[src/rtl/port_fifo.sv]
// Per-port output queue for the packet switch.
// Registered read, no fall-through, sticky overflow on a dropped write.
module port_fifo #(
    parameter int W_WIDTH = 8,
    parameter int DEPTH   = 4,
    parameter int PORT_ID = 0
) (
    input  logic                       clk,
    input  logic                       rst_n,
    input  logic                       wr_en,
    input  logic [W_WIDTH-1:0]         port_addr,
    input  logic [W_WIDTH-1:0]         data_in,
    input  logic                       rd_en,
    output logic [W_WIDTH-1:0]         data_out,
    output logic                       data_valid,
    output logic                       port_busy,
    output logic                       empty,
    output logic [$clog2(DEPTH):0]     level,
    output logic                       overflow
);

    localparam int AW = $clog2(DEPTH);
    localparam int LW = AW + 1;

    logic [W_WIDTH-1:0] mem [DEPTH];
    logic [AW-1:0]      wr_ptr;
    logic [AW-1:0]      rd_ptr;
    logic               hit;
    logic               wr_ok;
    logic               rd_ok;
    logic               drop;

    assign hit       = wr_en && (port_addr == W_WIDTH'(PORT_ID));
    assign port_busy = (level == LW'(DEPTH));
    assign empty     = (level == '0);
    // A full queue drops the write even if a read frees a slot this cycle.
    assign wr_ok     = hit && !port_busy;
    assign drop      = hit && port_busy;
    assign rd_ok     = rd_en && !empty;

    always_ff @(posedge clk) begin
        if (wr_ok) begin
            mem[wr_ptr] <= data_in;
        end
    end

    always_ff @(posedge clk) begin
        if (!rst_n) begin
            wr_ptr     <= '0;
            rd_ptr     <= '0;
            level      <= '0;
            overflow   <= 1'b0;
            data_valid <= 1'b0;
            data_out   <= '0;
        end else begin
            data_valid <= rd_ok;
            if (wr_ok) begin
                wr_ptr <= wr_ptr + AW'(1);
            end
            if (rd_ok) begin
                rd_ptr   <= rd_ptr + AW'(1);
                data_out <= mem[rd_ptr];
            end
            if (drop) begin
                overflow <= 1'b1;
            end
            unique case ({wr_ok, rd_ok})
                2'b10:   level <= level + LW'(1);
                2'b01:   level <= level - LW'(1);
                default: level <= level;
            endcase
        end
    end

endmodule

[config.mk]
export PLATFORM = sky130hd
export DESIGN_NAME = port_fifo
export DESIGN_NICKNAME = d
export VERILOG_FILES = /design/src/rtl/port_fifo.sv
export SDC_FILE = /design/constraint.sdc
export NUM_CORES = 1
export LEC_CHECK = 0
export BUFFER_PORTS_ARGS = -buffer_cell sky130_fd_sc_hd__buf_2
export CAP_MARGIN = 20
export CORE_MARGIN = 2
export CORE_UTILIZATION = 57
export CTS_CLUSTER_SIZE = 16
export DETAILED_ROUTE_END_ITERATION = 10
export GPL_TIMING_DRIVEN = 0
export PLACE_DENSITY_LB_ADDON = 0.08
export SLEW_MARGIN = 10
export SYNTH_ARGS = -nofsm -noshare
export SYNTH_HDL_FRONTEND = slang
export SYNTH_SLANG_ARGS = --single-unit
export TNS_END_PERCENT = 50
[constraint.sdc]
create_clock -name clk -period 5.3 [get_ports clk]
set_input_delay 0.265 -clock clk [delete_from_list [all_inputs] [get_ports clk]]
set_output_delay 0.265 -clock clk [all_outputs]
set_load 0.02 [all_outputs]
==> run_results.csv, run 1 <==
group,metric,value,unit
worst_hold_path,hold_path_depth,1,
grt,antenna_found_initial,0,
sta,worst_slew_pin_slew,0.5833,ns
layout,final_common_cell,"buf_2",
yosys,syn_area_per_cell,15.50,um^2
floorplanning,io_pins,35,
sta,period_needed,2.503,ns
sta,fin_crit_sh,47.23,%
setup_path,r2r_slack,2.80,ns
job,cap_violations,0,
clock_tree,h-tree-depth,2,
routing,drt-total-wl,3262,um
layout,fill_cells,272,
setup_path,critPathCaptureType,"register",
status,status,"completed",
yosys,synth_cell_type_count,28,
setup_path,crit_slowest_cell,"or3b_2",
routing,ant_nets,0,
setup_path,required,5.61,ns
sta,fin_setup_tns,0,ns
yosys,synth_seq_cells,49,
layout,multi_input_comb_area,600.6,um^2
sta,slew_violations,0,
grt,grt_use_total,19.00,%
setup_path,cpMostUsedCell,"inv_1",
clock_tree,clock_latency,0.37,ns
layout,ff_latch_area,1301,um^2
sta,max_freq,399.5,MHz
floorplanning,core-area,3311,um^2
setup_path,crit_chain,"or3b_2 > inv_1 > nor4_4 > inv_1 > ha_1 > inv_1 > fa_1 > xor2_1 > or3_1 > a21oi_1",
layout,drive_gt1_share,34.52,%
yosys,yosysWarnings,0,
clock_tree,clk_path_buf_depth,2,
yosys,synth_top_area_share,49.20,%
yosys,yosysSeqAreaShare,66.62,%
routing,wl_per_cell,15.24,um
worst_hold_path,hold_path_end,"mem[1][7]",
routing,via_per_inst,5.364,
power_and_ir_drop,powerDensity,261.9,nW/um^2
yosys,synthTopCellsByArea,"edfxtp_1 49%, dfxtp_1 17%, mux4_2 9.2%",
yosys,yosysTopAreaCell,"edfxtp_1",
floorplanning,fp.dieH,62.54,um
placement,port_buffers,34,
floorplanning,core.rowCount,21,
setup_path,cp-start-kind,"register",
sta,fin_skew,0.01631,ns
placement,gp_congestion,0.6813,
layout,nets,193,
grt,grt_pass1_wl,5520,um
clock_tree,clk_pin_slew,0.14,ns
layout,area_growth,14.54,%
clock_tree,cts_made_buffers,5,
floorplanning,start_util,58.99,%
grt,grt_max_degree,16,
yosys,synthCells,126,
setup_path,worst-path-buf-inv,3,
setup_path,reg2reg_to,"level[2]",
setup_path,worstPathArrival,2.81,ns
floorplanning,die_area,3911,um^2
routing,dr_total_vias,1148,
routing,first_pass_iters,5,
layout,final_cell_mix,"36 x buf_2, 32 x edfxtp_1, 17 x dfxtp_1",
clock_tree,cts_resized,0,
setup_path,path_delay_family,"simple AND/OR/NAND/NOR gates",
sta,max-slew-margin-rel,61.11,%
clock_tree,cts_tree,"built",
setup_path,r2r-start,"level[2]",
setup_path,max_stage_delay,0.50,ns
clock_tree,cts_setup_buffers,0,
setup_path,ff2ff_path_depth,10,
power_and_ir_drop,power_leakage,0.7972,nW
sta,rsz0062_at_grt,"no",
routing,drc,0,
worst_hold_path,hp-start,"data_in[7]",
setup_path,path_max_fanout,7,
sta,hold_viol,0,
layout,antenna_cells,0,
sta,hold_ws,0.1009,ns
routing,drtIter0Drc,38,
clock_tree,holdBufCountCts,0,
clock_tree,cts_sinks,49,
yosys,syn_area,1953,um^2
grt,grt-ovfl-total,0,
setup_path,path_class,"reg2reg",
yosys,synth_nets,152,
sta,setup_viol,0,
grt,grt_pass1_vias,1228,
floorplanning,fp.dieW,62.54,um
placement,hpwl,2356,um
worst_hold_path,hold_path_class,"in2reg",
power_and_ir_drop,ir_worst_vdd,0.1795,mV
clock_tree,cts-root-buf,"clkbuf_4",
-- routing by layer --
layer	track usage, %	part of all wire [%]	up-vias
li1	-	-	545
met1	19.87	35	565
met2	35.35	59	29
met3	5.225	4.4	9
met4	8.333	1.9	0
met5	0	0	-
-- worst register-to-register path, cell delays in order, from the launching register on --
cell,delay (ns)
dfxtp_1,0.44
or3b_2,0.50
inv_1,0.14
nor4_4,0.09
inv_1,0.06
ha_1,0.17
inv_1,0.06
fa_1,0.37
xor2_1,0.16
or3_1,0.31
a21oi_1,0.14
-- worst max path at each step --
stage / slack [ns] / depth (start not counted) / from / to
floorplan: 2.74 / 10 / level[2] / level[2]
global placement: 2.89 / 10 / port_addr[2] / level[2]
detailed placement: 2.78 / 10 / port_addr[2] / level[2]
CTS: 2.78 / 10 / level[2] / level[2]
global route: 2.66 / 10 / level[2] / level[2]
finish: 2.80 / 10 / level[2] / level[2]
-- synthesized netlist by cell type --
cell	n
a21oi_1	2
and2_1	1
and2_2	4
buf_2	2
clkbuf_1	3
dfxtp_1	17
edfxtp_1	32
fa_1	1
ha_1	5
inv_1	8
mux2i_1	2
mux4_2	8
nand2_1	12
nor2_1	5
nor3_1	1
nor4_1	1
nor4_4	1
o21a_1	1
o21ai_0	1
o2bb2ai_1	8
o311ai_0	1
o31a_1	1
or2b_1	1
or3_1	2
or3b_2	1
or4_4	1
xnor2_1	1
xor2_1	3
-- registers in the layout (all words and copies together), names as in the netlist --
name and count:
mem 32, data_out 8, wr_ptr 2, level 3
data_valid 1, overflow 1, rd_ptr 2
-- final cells by class --
type | count | area share, %
multi-input combinational | 64 | 26.85
clock inverter | 2 | 0.6711
timing repair buffer | 34 | 7.606
inverter | 8 | 1.342
clock buffer | 6 | 1.846
tap | 46 | 2.573
buffer | 5 | 0.9508
sequential | 49 | 58.17
-- cells by family after synthesis --
family / after synthesis / synth area share (%)
DFF: 49 / 66.62
and+or+nand+nor: 30 / 8.841
AOI/OAI and AO/OA: 14 / 5.638
buffers and inverters: 13 / 2.627
muxes: 10 / 10.25
adders and majority gates: 6 / 4.228
xor gates and xnor gates: 4 / 1.794
-- power by group --
| part | switching, W | internal [W] |
|---|---|---|
| registers | 0.000000172 | 0.000406 |
| clock network | 0.000113 | 0.0000519 |
| logic | 0.00000818 | 0.00000681 |
-- through the flow --
stage	area (um^2)	total power (W)	setup WS [ns]	instances	util, %
floorplan	1953	0.0004193	2.742	126	-
global placement	2181	0.0004286	2.886	206	65.87
detailed placement	2181	0.0004297	2.780	206	65.87
CTS	2237	0.0005924	2.775	214	67.57
global route	2237	0.0006106	2.665	214	67.57
finish	2237	0.0005860	2.797	214	67.57
Power figures use the tool's default switching activity.
==> run 2, diff against run 1 <==
--- a/config.mk
+++ b/config.mk
@@ -5,10 +5,11 @@
 export SDC_FILE = /design/constraint.sdc
 export NUM_CORES = 1
 export LEC_CHECK = 0
+export ABC_AREA = 1
 export BUFFER_PORTS_ARGS = -buffer_cell sky130_fd_sc_hd__buf_2
 export CAP_MARGIN = 20
 export CORE_MARGIN = 2
-export CORE_UTILIZATION = 57
+export CORE_UTILIZATION = 49
 export CTS_CLUSTER_SIZE = 16
 export DETAILED_ROUTE_END_ITERATION = 10
 export GPL_TIMING_DRIVEN = 0
==> constraint.sdc (replaced) <==
create_clock -name clk -period 2.3 [get_ports clk]
set_input_delay 0.115 -clock clk [delete_from_list [all_inputs] [get_ports clk]]
set_output_delay 0.115 -clock clk [all_outputs]
set_load 0.02 [all_outputs]
==> run 2 against run 1 <==
Net effect:
- critical path depth grew 1
- register-to-register slack lost 2.4 ns
- area after synthesis grew 6.5%
- routed wire length grew 15%
- critical endpoint unchanged
- largest cell class unchanged
- largest power group unchanged
- highest routed layer unchanged
==> run_results.csv, run 2 <==
group,metric,value,unit
sta,setup_viol,0,
clock_tree,cts_resized,0,
floorplanning,io_pins,35,
routing,drc,0,
grt,grt-ovfl-total,0,
job,cap_violations,0,
yosys,synthCells,205,
layout,antenna_cells,0,
setup_path,max_stage_delay,0.38,ns
power_and_ir_drop,power_leakage,1.030,nW
sta,slew_violations,0,
layout,drive_gt1_share,21.46,%
layout,layout_top_registers,"mem x32, data_out x8, level x3",
placement,port_buffers,34,
routing,drt-total-wl,3755,um
power_and_ir_drop,p_total,0.001923,W
setup_path,critPathCaptureType,"register",
setup_path,crit_chain,"inv_1 > nand3_1 > nand2_1 > inv_2 > ha_1 > inv_1 > fa_1 > nand2_1 > nand3_1 > o21ai_0 > a21oi_1",
clock_tree,cts_tree,"built",
yosys,synth_top_area_share,46.21,%
yosys,netlist_top_cells_count,"59 x nor2_1, 32 x edfxtp_1, 20 x inv_1",
yosys,synth_cell_type_count,25,
placement,gp_congestion,0.7025,
sta,max_freq,516.0,MHz
yosys,synth_edf_count,32,
setup_path,r2r-start,"level[0]",
grt,antenna_found_initial,0,
sta,worst_slew_pin_slew,0.8230,ns
worst_hold_path,hold_path_depth,1,
sta,max-slew-margin-rel,44.93,%
yosys,syn_area,2079,um^2
clock_tree,cts_setup_buffers,0,
routing,drtIter0Drc,63,
yosys,synth_seq_cells,49,
setup_path,cp-start-kind,"register",
yosys,yosysWarnings,0,
setup_path,r2r_slack,0.36,ns
setup_path,setup.worst_path.start,"level[0]",
clock_tree,cts_made_buffers,5,
routing,first_pass_iters,4,
grt,grt_pass1_vias,1264,
grt,grt_max_degree,16,
worst_hold_path,hp-start,"data_in[2]",
worst_hold_path,hold_path_end,"mem[0][2]",
layout,fill_cells,383,
layout,largest_register,"mem",
floorplanning,core-area,4029,um^2
sta,fin_crit_sh,84.26,%
setup_path,path_class,"reg2reg",
sta,hold_viol,0,
floorplanning,core.rowCount,23,
layout,area_growth,16.55,%
placement,hpwl,2591,um
routing,via_per_inst,4.744,
clock_tree,clk_path_buf_depth,2,
routing,dr_total_vias,1409,
yosys,synth_nets,231,
setup_path,reg2reg_to,"level[2]",
floorplanning,fp.dieH,69.15,um
clock_tree,clk_pin_slew,0.09,ns
setup_path,required,2.49,ns
sta,fin_setup_tns,0,ns
yosys,synthFlopType,"edfxtp_1",
clock_tree,holdBufCountCts,0,
yosys,synth_most_common_cell,"nor2_1",
setup_path,worst-path-buf-inv,3,
status,status,"completed",
routing,wl_per_cell,12.64,um
grt,grt_pass1_wl,6161,um
setup_path,path_delay_family,"adder cells",
yosys,yosysSeqAreaShare,62.58,%
sta,period_needed,1.938,ns
sta,fin_skew,0.006683,ns
power_and_ir_drop,ir_worst_vdd,0.4523,mV
clock_tree,h-tree-depth,2,
setup_path,ff2ff_path_depth,11,
yosys,yosysTopAreaCell,"edfxtp_1",
layout,final_cell_mix,"59 x nor2_1, 35 x buf_2, 32 x edfxtp_1",
setup_path,path_max_fanout,10,
floorplanning,die_area,4781,um^2
setup_path,worstPathArrival,2.13,ns
yosys,synthTopCellsByArea,"edfxtp_1 46%, dfxtp_1 16%, nor2_1 11%",
grt,grt_use_total,16.69,%
clock_tree,clock_latency,0.30,ns
yosys,syn_area_per_cell,10.14,um^2
floorplanning,start_util,51.61,%
power_and_ir_drop,powerDensity,793.6,nW/um^2
sta,rsz0062_at_grt,"no",
routing,ant_nets,0,
clock_tree,cts_sinks,49,
clock_tree,cts-root-buf,"clkbuf_8",
layout,nets,272,
worst_hold_path,hold_path_class,"in2reg",
yosys,synthArstFlopShare,0,%
floorplanning,fp.dieW,69.15,um
layout,largest_reg_flops,32,
setup_path,crit_slowest_cell,"fa_1",
layout,final_common_cell,"nor2_1",
==> run 2: changes by cell type after synthesis, moves of 8 or more <==
cell,before,now
inv_1,8,20
mux4_2,8,0
nor2_1,5,59
o21ai_0,1,19
o21ai_1,0,10
o2bb2ai_1,8,0
==> run 2: area by class of cell <==
cell class,instances,area [um^2],area share (%)
Buffer,6,38.79,1.600
Clock buffer,6,72.57,2.994
Clock inverter,2,38.79,1.600
Inverter,23,88.84,3.665
Multi-Input combinational cell,127,650.6,26.85
Sequential cell,49,1301,53.69
Tap cell,50,62.56,2.581
Timing Repair Buffer,34,170.2,7.021
==> run 2: how the worst max path moves through the flow <==
stage	end	slack (ns)	cells past startpoint
floorplan	level[2]	0.39	11
global placement	level[2]	0.39	11
detailed placement	level[2]	0.36	11
CTS	level[2]	0.35	11
global route	level[2]	0.16	11
finish	level[2]	0.36	11
==> run 2: report_power, final <==
part	internal [W]	switching, W
Sequential	0.000972	0.0000145
Combinational	0.000113	0.000215
Clock	0.000327	0.000282
Total	0.00141	0.000511
==> run 2: worst reg2reg max path: stages, from the launching register on <==
cell	delay (ns)
dfxtp_1	0.34
inv_1	0.10
nand3_1	0.13
nand2_1	0.11
inv_2	0.14
ha_1	0.18
inv_1	0.06
fa_1	0.38
nand2_1	0.08
nand3_1	0.08
o21ai_0	0.16
a21oi_1	0.07
==> run 2: logic make-up (layout without fill, tap and decap cells) <==
kind of cell | Yosys count | after routing | share of synthesized area (%)
AOI/OAI and AO/OA | 35 | 35 | 8.424
adders and majority gates | 6 | 6 | 3.971
buffers and inverters | 29 | 71 | 6.137
DFF | 49 | 49 | 62.58
and+or+nand+nor | 86 | 86 | 18.89
==> run 2: metrics by stage <==
stage | instances | hold WS, ns | worst slack, ns | util [%] | area (um^2)
floorplan | 205 | 0.2139 | 0.3866 | - | 2079
global placement | 289 | 0.3311 | 0.3949 | 57.39 | 2312
detailed placement | 289 | 0.3381 | 0.3591 | 57.39 | 2312
CTS | 297 | 0.01980 | 0.3534 | 60.16 | 2424
global route | 297 | 0.01345 | 0.1649 | 60.16 | 2424
finish | 297 | 0.02428 | 0.3620 | 60.16 | 2424
==> run 2: per-layer routing <==
metal	GRT usage (%)	vias to the layer above	wire, um
met3	4.678	5	133
met4	5.229	0	35
li1	-	757	-
met5	0	-	0
met2	26.92	27	1734
met1	21.91	620	1853
